## src/rtl/gx4000_cpr_loader_if.sv

```systemverilog
// Download-side and SDRAM-side signals of the CPR loader, plus the status it reports.
// The master modport is the loader's view; the slave modport is the downloader/SDRAM/mapper side.
interface gx4000_cpr_loader_if;
   logic        cart_download;
   logic        ioctl_wr;
   logic [7:0]  ioctl_dout;
   logic        ioctl_wait;
   logic [22:0] mem_addr;
   logic [7:0]  mem_din;
   logic        mem_wr;
   logic        mem_ready;
   logic [31:0] bank_present;
   logic [5:0]  bank_count;
   logic        load_done;
   logic        load_error;

   modport master (
      input  cart_download, ioctl_wr, ioctl_dout, mem_ready,
      output ioctl_wait, mem_addr, mem_din, mem_wr,
             bank_present, bank_count, load_done, load_error
   );

   modport slave (
      output cart_download, ioctl_wr, ioctl_dout, mem_ready,
      input  ioctl_wait, mem_addr, mem_din, mem_wr,
             bank_present, bank_count, load_done, load_error
   );
endinterface

```

## src/rtl/gx4000_cpr_loader.sv

```systemverilog
// Parses a streamed CPR (RIFF "AMS!") image and writes each cbNN chunk into the
// cartridge ROM area of SDRAM, one 16 KB bank per chunk number.
module gx4000_cpr_loader #(
   parameter logic [22:0] CART_BASE = 23'h400000,
   parameter int          MAX_BANK  = 31
) (
   input  logic                 clk_sys,
   input  logic                 reset,
   gx4000_cpr_loader_if.master  bus
);
   typedef enum logic [2:0] {HDR, ID, LEN, DATA, SKIP, PAD, DONE, ERR} state_t;

   localparam logic [6:0] MAX_NN = 7'(MAX_BANK);

   state_t      state;
   logic        dl_d;
   logic [3:0]  cnt;
   logic [31:0] id_q;
   logic [31:0] len_q;
   logic [31:0] rem;
   logic [14:0] off;
   logic [4:0]  nn;
   logic        odd;
   logic        chunk_seen;
   logic [22:0] mem_addr_q;
   logic [7:0]  mem_din_q;
   logic        mem_wr_q;
   logic [31:0] bank_present_q;
   logic [5:0]  bank_count_q;
   logic        load_done_q;
   logic        load_error_q;

   logic        dl_rise, dl_fall, byte_in;
   logic [7:0]  hdr_exp;
   logic        hdr_any;
   logic [3:0]  d1, d0;
   logic [6:0]  nn_full;
   logic        id_ok;
   logic [31:0] len_full;

   assign dl_rise  = bus.cart_download & ~dl_d;
   assign dl_fall  = ~bus.cart_download & dl_d;
   // Bytes strobed while a write is still outstanding violate the wait handshake and are dropped.
   assign byte_in  = bus.ioctl_wr & ~mem_wr_q & bus.cart_download;
   assign len_full = {bus.ioctl_dout, len_q[31:8]};

   assign d1      = 4'(id_q[15:8] - 8'h30);
   assign d0      = 4'(id_q[7:0] - 8'h30);
   assign nn_full = 7'(d1) * 7'd10 + 7'(d0);
   assign id_ok   = (id_q[31:24] == "c") && (id_q[23:16] == "b") &&
                    (id_q[15:8] >= "0") && (id_q[15:8] <= "9") &&
                    (id_q[7:0] >= "0") && (id_q[7:0] <= "9") &&
                    (nn_full <= MAX_NN);

   always_comb begin
      hdr_exp = 8'h00;
      hdr_any = 1'b0;
      case (cnt)
         4'd0:  hdr_exp = "R";
         4'd1:  hdr_exp = "I";
         4'd2:  hdr_exp = "F";
         4'd3:  hdr_exp = "F";
         4'd8:  hdr_exp = "A";
         4'd9:  hdr_exp = "M";
         4'd10: hdr_exp = "S";
         4'd11: hdr_exp = "!";
         default: hdr_any = 1'b1;
      endcase
   end

   always_ff @(posedge clk_sys) begin
      if (reset) begin
         state          <= HDR;
         dl_d           <= 1'b0;
         cnt            <= '0;
         id_q           <= '0;
         len_q          <= '0;
         rem            <= '0;
         off            <= '0;
         nn             <= '0;
         odd            <= 1'b0;
         chunk_seen     <= 1'b0;
         mem_addr_q     <= '0;
         mem_din_q      <= '0;
         mem_wr_q       <= 1'b0;
         bank_present_q <= '0;
         bank_count_q   <= '0;
         load_done_q    <= 1'b0;
         load_error_q   <= 1'b0;
      end else begin
         dl_d <= bus.cart_download;
         if (mem_wr_q && bus.mem_ready) mem_wr_q <= 1'b0;

         if (dl_rise) begin
            state          <= HDR;
            cnt            <= '0;
            rem            <= '0;
            off            <= '0;
            chunk_seen     <= 1'b0;
            bank_present_q <= '0;
            bank_count_q   <= '0;
            load_done_q    <= 1'b0;
            load_error_q   <= 1'b0;
         end else if (dl_fall) begin
            // Only a file that stops exactly on a chunk boundary counts as complete.
            if (state == ID && cnt == 4'd0 && chunk_seen) begin
               state       <= DONE;
               load_done_q <= 1'b1;
            end else if (state != DONE) begin
               state        <= ERR;
               load_error_q <= 1'b1;
            end
         end else if (byte_in) begin
            case (state)
               HDR: begin
                  if (!hdr_any && bus.ioctl_dout != hdr_exp) begin
                     state        <= ERR;
                     load_error_q <= 1'b1;
                  end else if (cnt == 4'd11) begin
                     state <= ID;
                     cnt   <= '0;
                  end else begin
                     cnt <= cnt + 4'd1;
                  end
               end
               ID: begin
                  id_q <= {id_q[23:0], bus.ioctl_dout};
                  if (cnt == 4'd3) begin
                     state <= LEN;
                     cnt   <= '0;
                  end else begin
                     cnt <= cnt + 4'd1;
                  end
               end
               LEN: begin
                  len_q <= len_full;
                  if (cnt == 4'd3) begin
                     cnt        <= '0;
                     chunk_seen <= 1'b1;
                     rem        <= len_full;
                     odd        <= len_full[0];
                     off        <= '0;
                     nn         <= nn_full[4:0];
                     if (len_full == 32'd0) state <= ID;
                     else if (id_ok)        state <= DATA;
                     else                   state <= SKIP;
                  end else begin
                     cnt <= cnt + 4'd1;
                  end
               end
               DATA, SKIP: begin
                  // off saturates at 16384 so oversized chunks keep consuming without writes.
                  if (state == DATA && !off[14]) begin
                     mem_addr_q <= CART_BASE + {4'b0, nn, off[13:0]};
                     mem_din_q  <= bus.ioctl_dout;
                     mem_wr_q   <= 1'b1;
                     off        <= off + 15'd1;
                     if (!bank_present_q[nn]) begin
                        bank_present_q[nn] <= 1'b1;
                        bank_count_q       <= bank_count_q + 6'd1;
                     end
                  end
                  rem <= rem - 32'd1;
                  if (rem == 32'd1) state <= odd ? PAD : ID;
               end
               PAD:     state <= ID;
               default: ;
            endcase
         end
      end
   end

   assign bus.ioctl_wait   = mem_wr_q;
   assign bus.mem_addr     = mem_addr_q;
   assign bus.mem_din      = mem_din_q;
   assign bus.mem_wr       = mem_wr_q;
   assign bus.bank_present = bank_present_q;
   assign bus.bank_count   = bank_count_q;
   assign bus.load_done    = load_done_q;
   assign bus.load_error   = load_error_q;
endmodule

```

## src/flat_wrapper.sv

```systemverilog
// flat-port wrapper written by rule: the top's interface ports become plain ports
module gx4000_cpr_loader_flat 
#(
   parameter logic [22:0] CART_BASE = 23'h400000,
   parameter int          MAX_BANK  = 31
)
  (clk_sys, reset, bus_cart_download, bus_ioctl_wr, bus_ioctl_dout, bus_mem_ready, bus_ioctl_wait, bus_mem_addr, bus_mem_din, bus_mem_wr, bus_bank_present, bus_bank_count, bus_load_done, bus_load_error);
  gx4000_cpr_loader_if bus_i ();
  input  logic clk_sys;
  input  logic reset;
  input wire logic [$bits(bus_i.cart_download)-1:0] bus_cart_download;
  input wire logic [$bits(bus_i.ioctl_wr)-1:0] bus_ioctl_wr;
  input wire logic [$bits(bus_i.ioctl_dout)-1:0] bus_ioctl_dout;
  input wire logic [$bits(bus_i.mem_ready)-1:0] bus_mem_ready;
  output wire logic [$bits(bus_i.ioctl_wait)-1:0] bus_ioctl_wait;
  output wire logic [$bits(bus_i.mem_addr)-1:0] bus_mem_addr;
  output wire logic [$bits(bus_i.mem_din)-1:0] bus_mem_din;
  output wire logic [$bits(bus_i.mem_wr)-1:0] bus_mem_wr;
  output wire logic [$bits(bus_i.bank_present)-1:0] bus_bank_present;
  output wire logic [$bits(bus_i.bank_count)-1:0] bus_bank_count;
  output wire logic [$bits(bus_i.load_done)-1:0] bus_load_done;
  output wire logic [$bits(bus_i.load_error)-1:0] bus_load_error;
  assign bus_i.cart_download = bus_cart_download;
  assign bus_i.ioctl_wr = bus_ioctl_wr;
  assign bus_i.ioctl_dout = bus_ioctl_dout;
  assign bus_i.mem_ready = bus_mem_ready;
  assign bus_ioctl_wait = bus_i.ioctl_wait;
  assign bus_mem_addr = bus_i.mem_addr;
  assign bus_mem_din = bus_i.mem_din;
  assign bus_mem_wr = bus_i.mem_wr;
  assign bus_bank_present = bus_i.bank_present;
  assign bus_bank_count = bus_i.bank_count;
  assign bus_load_done = bus_i.load_done;
  assign bus_load_error = bus_i.load_error;
  gx4000_cpr_loader #(.CART_BASE(CART_BASE), .MAX_BANK(MAX_BANK)) u_core (.clk_sys(clk_sys), .reset(reset), .bus(bus_i));
endmodule
```

## config.mk

```make
export PLATFORM = sky130hd
export DESIGN_NAME = gx4000_cpr_loader_flat
export DESIGN_NICKNAME = d
export VERILOG_FILES = /design/src/rtl/gx4000_cpr_loader_if.sv /design/src/rtl/gx4000_cpr_loader.sv /design/src/flat_wrapper.sv
export SDC_FILE = /design/constraint.sdc
export NUM_CORES = 1
export LEC_CHECK = 0
export CAP_MARGIN = 10
export CORE_ASPECT_RATIO = 1.75
export CORE_MARGIN = 4
export CORE_UTILIZATION = 34
export DETAILED_ROUTE_END_ITERATION = 8
export HOLD_SLACK_MARGIN = 0.1
export PLACE_DENSITY = 0.65
export SLEW_MARGIN = 20
export SYNTH_ARGS = -nofsm -noshare
export SYNTH_HDL_FRONTEND = slang
export SYNTH_SLANG_ARGS = --single-unit
```

## constraint.sdc

```tcl
create_clock -name clk_sys -period 2.9 [get_ports clk_sys]
set_input_delay 0.725 -clock clk_sys [delete_from_list [all_inputs] [get_ports clk_sys]]
set_output_delay 0.725 -clock clk_sys [all_outputs]
set_load 0.02 [all_outputs]
```

======== Word level (Yosys, flattened, before mapping) ========
Cells that the tools add are included.
word-level totals
  bits in writable memories ............... 0
  word-level logic and storage cells ...... 149
  output and inout port bits .............. 73
  input port bits ......................... 13
  bits in latches ......................... 0
  flip-flop bits (word level) ............. 198
  memories ................................ 0
  bits in read-only memories .............. 0
cells by class
  eq/ne operators ......................... 27
  div/mod/pow operators ................... 0
  $mul .................................... 1
  $lt $le $gt $ge ......................... 7
  reduce and logical (&&, ||, !) cells .... 39
  add/sub/neg operators ................... 8
  bitwise gates (word level) .............. 11
  shift operators ......................... 0
  mux-type cells .......................... 39
operators with widths
  cell                    count
  $pmux 32 s2             1
  $pmux 7 s7              1
  $mux 3                  12
  $eq 32x1->1 const B     1
  $logic_not 32->1        1
  $mux 32                 1
  $or 32x32->32           1
  $sub 32x1->32 const B   1
  $mux 15                 2
  $pmux 15 s2             1
  $reduce_and 5->1        5
  $add 23x19->23 const A  1
  $reduce_and 4->1        5
  $eq 4x4->1 const B      4
  $eq 8x7->1 const B      2
  $ge 8x6->1 const B      2
  $le 8x6->1 const B      2
  $add 15x1->15 const B   1
  $pmux 3 s5              1
  $mux 1                  14
  $logic_and 1x1->1       12
  $mux 4                  3
  $reduce_bool 2->1       5
  $eq 4x2->1 const B      2
  other kinds (32)        51

======== Logic depth before layout (Yosys ltp) ========
Gate-level depths: netlist (run 1).
  depth after elaboration ................. 13
  depth in mapped cells ................... 11
  gate-level depth less buffers ........... 11

======== Worst setup path after synthesis (run 1) ========
Ideal clock, no wire load.
  path type ............................... input to register
  start point ............................. input port bus_cart_download
  end point ............................... register u_core.rem[3]
  arrival ................................. 2.863 ns
  stages on the path ...................... 11
  required time ........................... 2.772 ns
  buffers on the path ..................... 3
  setup slack ............................. -0.091 ns
  setup time .............................. 0.128 ns
  path through ............................ inv_1 ha_1 clkbuf_1 nor4bb_1 clkbuf_1 nand3_1 nand2_1 clkbuf_1 nand2_1 a21oi_1 nor2_1
between the ends
  cells in the longest elaborated chain, start to end .. 4
  elaborated cells between the ends (all ways) .. 7
  classes of those cells .................. 5 x bitwise; 2 x reduce/logical
RTL lines
  item                               line                      text
  start: declaration                 flat_wrapper.sv:11        input wire logic [$bits(bus_i.cart_download)-1:0] bus_cart_download;
  $not 1->1                          gx4000_cpr_loader.sv:42   assign dl_fall = ~bus.cart_download & dl_d;
  $and 1x1->1                        gx4000_cpr_loader.sv:42
  $not 1->1 (no source line)         n/a
  $reduce_and 4->1 (no source line)  n/a
  end signal: assignment             gx4000_cpr_loader.sv:140  rem <= len_full;
  end signal: assignment             gx4000_cpr_loader.sv:163  rem <= rem - 32'd1;
  end: declaration                   gx4000_cpr_loader.sv:20   logic [31:0] rem;
Parallel ways exist; a longest one is shown, timed or not.
A chain may end at the register's enable or synchronous reset.

======== Worst setup path in the final report (run 1) ========
  start point ............................. input port bus_cart_download
  end point ............................... register u_core.state[1]
between the ends
  cells in the longest elaborated chain, start to end .. 4
  elaborated cells between the ends (all ways) .. 14
  classes of those cells .................. 5 x eq/ne; 1 x mux; 4 x bitwise; 4 x reduce/logical
RTL lines
  item                                                       line                      text
  $not 1->1                                                  gx4000_cpr_loader.sv:42
  $and 1x1->1                                                gx4000_cpr_loader.sv:42
  $ne 4x1->1 (no source line), or another cell as far along  n/a
  $reduce_and 7->1 (no source line)                          n/a
  end signal: assignment                                     gx4000_cpr_loader.sv:164  if (rem == 32'd1) state <= odd ? PAD : ID;
  end: declaration                                           gx4000_cpr_loader.sv:15   state_t state;
Parallel ways exist; a longest one is shown, timed or not.

==> out/metrics.cfg, run 1 <==
[status]
status=completed

[yosys]
synth_edf_count=0
yosysSeqAreaShare_pct=42.76
synth-adder-area-share_pct=2.887
ys.flop_type=dfxtp_1
ys_types=67
synth_top_family_by_area=simple AND/OR/NAND/NOR gates
synth_compound_area_share_pct=18.64
synthCells=1071
yosys-mux-area-fraction_pct=4.116
async_reset_ff_share_pct=0
yosys.area_share.simple_pct=24.37
ys_seq_elements=187
synth_area_um2=8755
synth_xor_area_share_pct=3.101
syn-mean-instance-area_um2=8.174
yosysWarnings=0

[global_routing]
grt_pass1_wl_mm=41.10
grt_max_degree=92
antenna_found_initial=0
grt_usage_pct=18.50
grt-ovfl-total=0
grt_pass1_vias=7912

[placement]
io_buffers=82
place_ws_ns=-0.4065
gp_congestion=0.8850
hpwl_mm=19.59

[floorplan]
fp.dieW_um=129.3
io_pins=86
die_area_um2=28480
die_h_um=220.3
fp.coreArea_um2=25340
start_util_pct=34.55
row_count=77

[critical_path]
critPathCaptureType=flip-flop
worstPathArrival_ns=3.11
path_cells=clkdlybuf4s50_1 > inv_1 > ha_1 > nor4bb_4 > buf_4 > o21ai_0 > a21oi_1 > o2111ai_1 > a31o_2 > nor4_2 > nor3_1
critPathMaxFanout=5
crit_required_ns=3.23
critical_path_class=in -> reg
startpoint_type=input port
max_stage_delay_ns=0.53
crit_slowest_cell=clkdlybuf4s50_1

[sta]
finalMaxSlewViolations=0
layout_min_cycle_time_ns=2.779
relSlewSlack_pct=36.86
worst_pin_slew_ns=0.9470
fin_skew_ns=0.01159
fin_ws_ns=0.1210
finalCritPeriodShare_pct=95.83
finalSetupViolCount=0
setup-tns-final_ns=0
finalHoldViolations=0
max_freq_mhz=359.8

[layout]
nNetsFinal=1211
n_antenna_cell=0
area_delta_synth_final_pct=25.87
utilization_pct=43.49
layout-drive-gt1-share_pct=12.00

[pwr]
power_per_cell_area_nw_per_um2=490.4
p_leak_nw=4.008
peakVddDrop_mv=0.4323

[detailed_routing]
vias=8145
dr.pass1.iters=5
avgViaCountPerCell=5.401
drt_iter0_drc=513
drc=0
postRouteWirelength_mm=26.27
wire_per_inst_um=17.42
antenna_left=0

[clock_network]
postCtsSetupRepairBufs=0
clockRootBuffer=clkbuf_16
cts-htree-levels=4
numClockSinks=187
insertion_delay_ns=0.45
clk_pin_slew_ns=0.06
ctsLongestPathBuffers=2
tritoncts=yes
numCtsBuffers=17
cts-hold-fix-buffers=0

[run]
cap_violations=0

[min_path]
hold_path_class=reg -> reg

-- cell usage in the layout (no fill, tap or decap), drive strengths merged, types with 6 or more instances in the layout --
cell             n
a211oi          10
a21oi          143
a221oi           6
a22o            32
a31oi            6
and2             7
buf             80
clkbuf          19
clkdlybuf4s50   81
dfxtp          187
ha              17
inv             21
mux2i           12
mux4            10
nand2          241
nand3           20
nand4           10
nor2            74
nor2b            7
nor3            22
nor4            19
nor4b            8
o21ai           33
or3             10
or4              6
xnor2           14
xor2            17
-- timing repair --
action,4_1_cts,5_1_grt
endpoints found under the hold margin,0,0
gates resized for setup,0,7
endpoints found under the setup margin,0,13
-- cells in the mapped netlist (4+ instances only) --
master    instances  area [um^2]
a211oi_1         10        75.07
nor3b_1           4        30.03
dfxtp_1         187         3744
xnor2_1          14        122.6
xor2_1           17        148.9
buf_1             4        15.01
mux2i_1          12        120.1
clkbuf_1         64        240.2
nand2_1         241        904.6
nand2b_1          4        25.02
buf_4             4        30.03
nor4_1           18        112.6
and2_1            7        43.79
a22o_1           32        280.3
o21ai_0          33        165.2
or4_1             6        45.04
nor3_1           20        100.1
o22ai_1           5        31.28
and3_1            5        31.28
a21oi_1         143        715.7
nor2_1           73        274.0
inv_1            15        56.30
nand4_1          10        62.56
o31ai_1           4        30.03
ha_1             17        212.7
or3_1            10        62.56
nor2b_1           7        43.79
nand3_1          20        100.1
a31oi_1           6        37.54
a221oi_1          6        52.55
nor4b_1           6        52.55
mux4_2           10        225.2
-- per-stage QoR --
stage | hold WS (ns) | instances | cell area [um^2] | power (mW)
4_1_cts | 0.4546 | 1508 | 10980 | 5.445
5_1_grt | 0.4748 | 1508 | 11020 | 5.584
3_5_place_dp | 0.4445 | 1476 | 10390 | 3.086
3_3_place_gp | 0.4386 | 1476 | 10390 | 3.083
6_report | 0.4513 | 1508 | 11020 | 5.404
2_1_floorplan | 0.4312 | 1073 | 8770 | 2.911
-- area by class of cell --
| type | count | area (um^2) |
|---|---|---|
| fillers | 2472 | 14320 |
| repair buffers | 161 | 1521 |
| multi-input cells | 797 | 4710 |
| clock buffers | 19 | 432.9 |
| inverters | 15 | 56.30 |
| well taps | 316 | 395.4 |
| flip-flops and latches | 187 | 3744 |
| clock inverters | 13 | 160.2 |
-- metal layers --
layer | global-route usage (%) | routed length [um] | vias to the layer above
met2 | 33.50 | 13570 | 219
met5 | 0 | 0 | -
li1 | - | - | 3984
met1 | 18.67 | 9695 | 3855
met4 | 13.00 | 1935 | 0
met3 | 3.599 | 1065 | 87
-- kinds of logic (layout without fill, tap and decap cells) --
logic type / count (synthesis) / in the layout
compound gates: 267 / 267
simple gates: 454 / 454
mux: 23 / 23
flops: 187 / 187
buf+inv: 89 / 208
other cells: 1 / 3
fa+ha+maj: 19 / 19
xor+xnor: 31 / 31
-- report_power, final --
group | internal [mW] | switching (mW)
Sequential | 2.58 | 0.0222
Combinational | 0.170 | 0.264
Clock | 1.30 | 1.07
-- critical path: cells and delay by family --
family	cells	cell delay, ns
buf+inv	3	0.81
compound gates	4	0.66
simple gates	3	0.64
fa+ha+maj	1	0.25
-- state kept, by name, indices dropped and copies added (netlist names) --
signal                   count
u_core.id_q                 32
u_core.dl_d                  1
u_core.bus.bank_present     32
u_core.bus.mem_addr         20
u_core.bus.load_error        1
u_core.nn                    5
u_core.off                  15
u_core.odd                   1
u_core.bus.ioctl_wait        1
u_core.cnt                   4
u_core.bus.load_done         1
u_core.chunk_seen            1
u_core.bus.mem_din           8
u_core.rem                  32
u_core.bus.bank_count        6
u_core.len_q                24
u_core.state                 3
-- final timing paths --
| kind | startpoint | endpoint | slack, ns | cells past startpoint |
|---|---|---|---|---|
| worst max-delay path | bus_cart_download | u_core.state[1]$_SDFFE_PP0P_ | 0.12 | 11 |
| worst min-delay path | u_core.bus.load_done$_SDFFE_PP0P_ | u_core.bus.load_done$_SDFFE_PP0P_ | 0.45 | 2 |
| worst max register to register | u_core.cnt[0]$_SDFFE_PP0P_ | u_core.cnt[3]$_SDFFE_PP0P_ | 0.17 | 10 |
| worst min register to register | u_core.bus.load_done$_SDFFE_PP0P_ | u_core.bus.load_done$_SDFFE_PP0P_ | 0.45 | 2 |
(Power assumes the default switching activity.)
==> run 2, diff against run 1 <==
--- a/config.mk
+++ b/config.mk
@@ -9,6 +9,7 @@
 export CORE_ASPECT_RATIO = 1.75
 export CORE_MARGIN = 4
 export CORE_UTILIZATION = 34
+export CTS_CLUSTER_DIAMETER = 80
 export DETAILED_ROUTE_END_ITERATION = 8
 export HOLD_SLACK_MARGIN = 0.1
 export PLACE_DENSITY = 0.65
==> results of run 2 <==
No change in the layout: final DEF, timing and power equal those of run 1.
==> run 3, diff against run 2 <==
--- a/config.mk
+++ b/config.mk
@@ -6,7 +6,7 @@
 export NUM_CORES = 1
 export LEC_CHECK = 0
 export CAP_MARGIN = 10
-export CORE_ASPECT_RATIO = 1.75
+export CORE_ASPECT_RATIO = 2
 export CORE_MARGIN = 4
 export CORE_UTILIZATION = 34
 export CTS_CLUSTER_DIAMETER = 80
==> run 3 against run 2 <==
Hold slack got worse by 0.0013 ns; sequential cell count unchanged; cell count rose by 2.1%; first-iteration DRC count up 32%; clock skew down 0.0035 ns; sequential power is essentially flat; power shrank 1.1%; non-clock buffer count grew 11; core utilization grew 0.40 points; register-to-register slack improved by 0.02 ns; fmax is 2.5% higher; setup slack better by 0.067 ns; critical path type is now reg -> reg.
==> out/metrics.cfg, run 3 (synthesis results as in run 1) <==
[status]
status=completed

[sta]
fin_skew_ns=0.008077
finalHoldViolations=0
setup-tns-final_ns=0
relSlewSlack_pct=34.32
finalMaxSlewViolations=0
rsz0062_at_grt=no
layout_min_cycle_time_ns=2.712
whs_ns=0.4500
worst_pin_slew_ns=0.9853
finalCritPeriodShare_pct=93.53
finalSetupViolCount=0
max_freq_mhz=368.7

[critical_path]
rrSetupSlack_ns=0.19
crit_required_ns=3.24
worstPathArrival_ns=3.05
critPathCaptureType=flip-flop
reg2reg_depth=10
critical_path_class=reg -> reg
cp_top_family=compound AO/OA/AOI/OAI gates
critPathMaxFanout=7
worstReg2RegStart=u_core.cnt[0]$_SDFFE_PP0P_
max_stage_delay_ns=0.41
crit_slowest_cell=dfxtp_1
path_buf_inv=2
startpoint_type=flip-flop
worst_r2r_endpoint=u_core.cnt[3]$_SDFFE_PP0P_
path_cells=inv_1 > ha_1 > nor4_2 > buf_4 > o21bai_1 > a21oi_1 > o2111a_1 > a2111oi_2 > or2_2 > a311o_1

[floorplan]
io_pins=86
die_h_um=234.9
fp.coreArea_um2=25240
fp.dieW_um=121.5
die_area_um2=28540
start_util_pct=34.69
row_count=82

[global_routing]
grt-ovfl-total=0
grt_pass1_wl_mm=42.23
grt_max_degree=93
grt_usage_pct=18.65
antenna_found_initial=0
grt_pass1_vias=8214

[detailed_routing]
antenna_left=0
drt_iter0_drc=676
routedLengthMet1_mm=9.469
dr.pass1.iters=5
avgViaCountPerCell=5.407
wl_met3_mm=1.082
wire_per_inst_um=17.47
vias=8322
postRouteWirelength_mm=26.88
drc=0
top_layer=met4
met2WireLength_mm=14.82

[clock_network]
numCtsBuffers=17
insertion_delay_ns=0.45
cts-htree-levels=4
numClockSinks=187
ctsLongestPathBuffers=2
clk_pin_slew_ns=0.07
clockRootBuffer=clkbuf_16
tritoncts=yes
postCtsSetupRepairBufs=0

[min_path]
hold_path_class=reg -> reg
min_path_cells=2
whs_endpoint=u_core.bus.load_done$_SDFFE_PP0P_
min_from=u_core.bus.load_done$_SDFFE_PP0P_

[pwr]
peakVddDrop_mv=0.4431
p_leak_nw=4.057
power_per_cell_area_nw_per_um2=482.7

[placement]
hpwl_mm=20.15
io_buffers=82
gp_congestion=0.9177

[run]
cap_violations=0

[layout]
utilization_pct=43.89
layout-drive-gt1-share_pct=12.72
layout.cells.most_common=nand2_1
n_antenna_cell=0
final_cell_mix=241 x nand2_1, 187 x dfxtp_1, 143 x a21oi_1
nNetsFinal=1222
fill_cells=2525
area_delta_synth_final_pct=26.54

-- run 3: cell types whose count changed in the layout (fill, tap and decap cells not counted), sizes merged --
| cell | previous run | this run |
|---|---|---|
| buf | 80 | 91 |
| clkinv | 4 | 7 |
| bufinv | 2 | 0 |
| clkbuf | 19 | 17 |
| inv | 21 | 23 |
| clkinvlp | 1 | 0 |
-- run 3: layout make-up --
type / count / area, um^2 / share of cell area (%)
inverters: 15 / 56.30 / 0.5082
multi-input cells: 797 / 4687 / 42.31
clock inverters: 15 / 153.9 / 1.389
clock buffers: 17 / 425.4 / 3.840
well taps: 336 / 420.4 / 3.795
repair buffers: 172 / 1592 / 14.37
flip-flops and latches: 187 / 3744 / 33.79
-- run 3: worst max path at each step --
stage,start,endpoint,cells after the start
3_3_place_gp,bus_cart_download,u_core.off[5]$_SDFFE_PP0P_,9
3_5_place_dp,bus_cart_download,u_core.off[5]$_SDFFE_PP0P_,9
2_1_floorplan,bus_cart_download,u_core.rem[3]$_SDFFE_PP0P_,11
6_report,u_core.cnt[0]$_SDFFE_PP0P_,u_core.cnt[3]$_SDFFE_PP0P_,10
5_1_grt,u_core.cnt[0]$_SDFFE_PP0P_,u_core.cnt[3]$_SDFFE_PP0P_,10
4_1_cts,u_core.cnt[0]$_SDFFE_PP0P_,u_core.cnt[0]$_SDFFE_PP0P_,9
-- run 3: where the power goes --
part	switching, mW	internal, mW	total [mW]
sequential	0.0165	2.58	2.59
combinational	0.279	0.173	0.453
clock	1.15	1.15	2.30
-- run 3: routing by layer --
layer | vias to the layer above | track usage (%)
li1 | 4016 | -
met1 | 3962 | 17.99
met2 | 260 | 35.52
met3 | 84 | 2.623
met4 | 0 | 12.17
met5 | - | 0
-- run 3: stage by stage --
step / cells / power, mW / instance area [um^2] / setup slack (ns)
after floorplan: 1073 / 2.911 / 8770 / 0.07196
after global placement: 1507 / 3.093 / 10490 / -0.1816
after detailed placement: 1507 / 3.097 / 10490 / -0.2191
after CTS: 1539 / 5.375 / 11070 / 0.01020
after global routing: 1539 / 5.509 / 11080 / 0.01183
final: 1539 / 5.347 / 11080 / 0.1876
-- run 3: repair_timing --
action / in CTS / in global routing
endpoints found under the setup margin: 0 / 5
resized for setup: 0 / 3
hold buffers: 0 / 0
-- run 3: worst reg2reg max path, cell delays in order, from the launching register on --
cell	delay, ns
dfxtp_1	0.41
inv_1	0.10
ha_1	0.29
nor4_2	0.37
buf_4	0.18
o21bai_1	0.06
a21oi_1	0.14
o2111a_1	0.28
a2111oi_2	0.10
or2_2	0.32
a311o_1	0.35
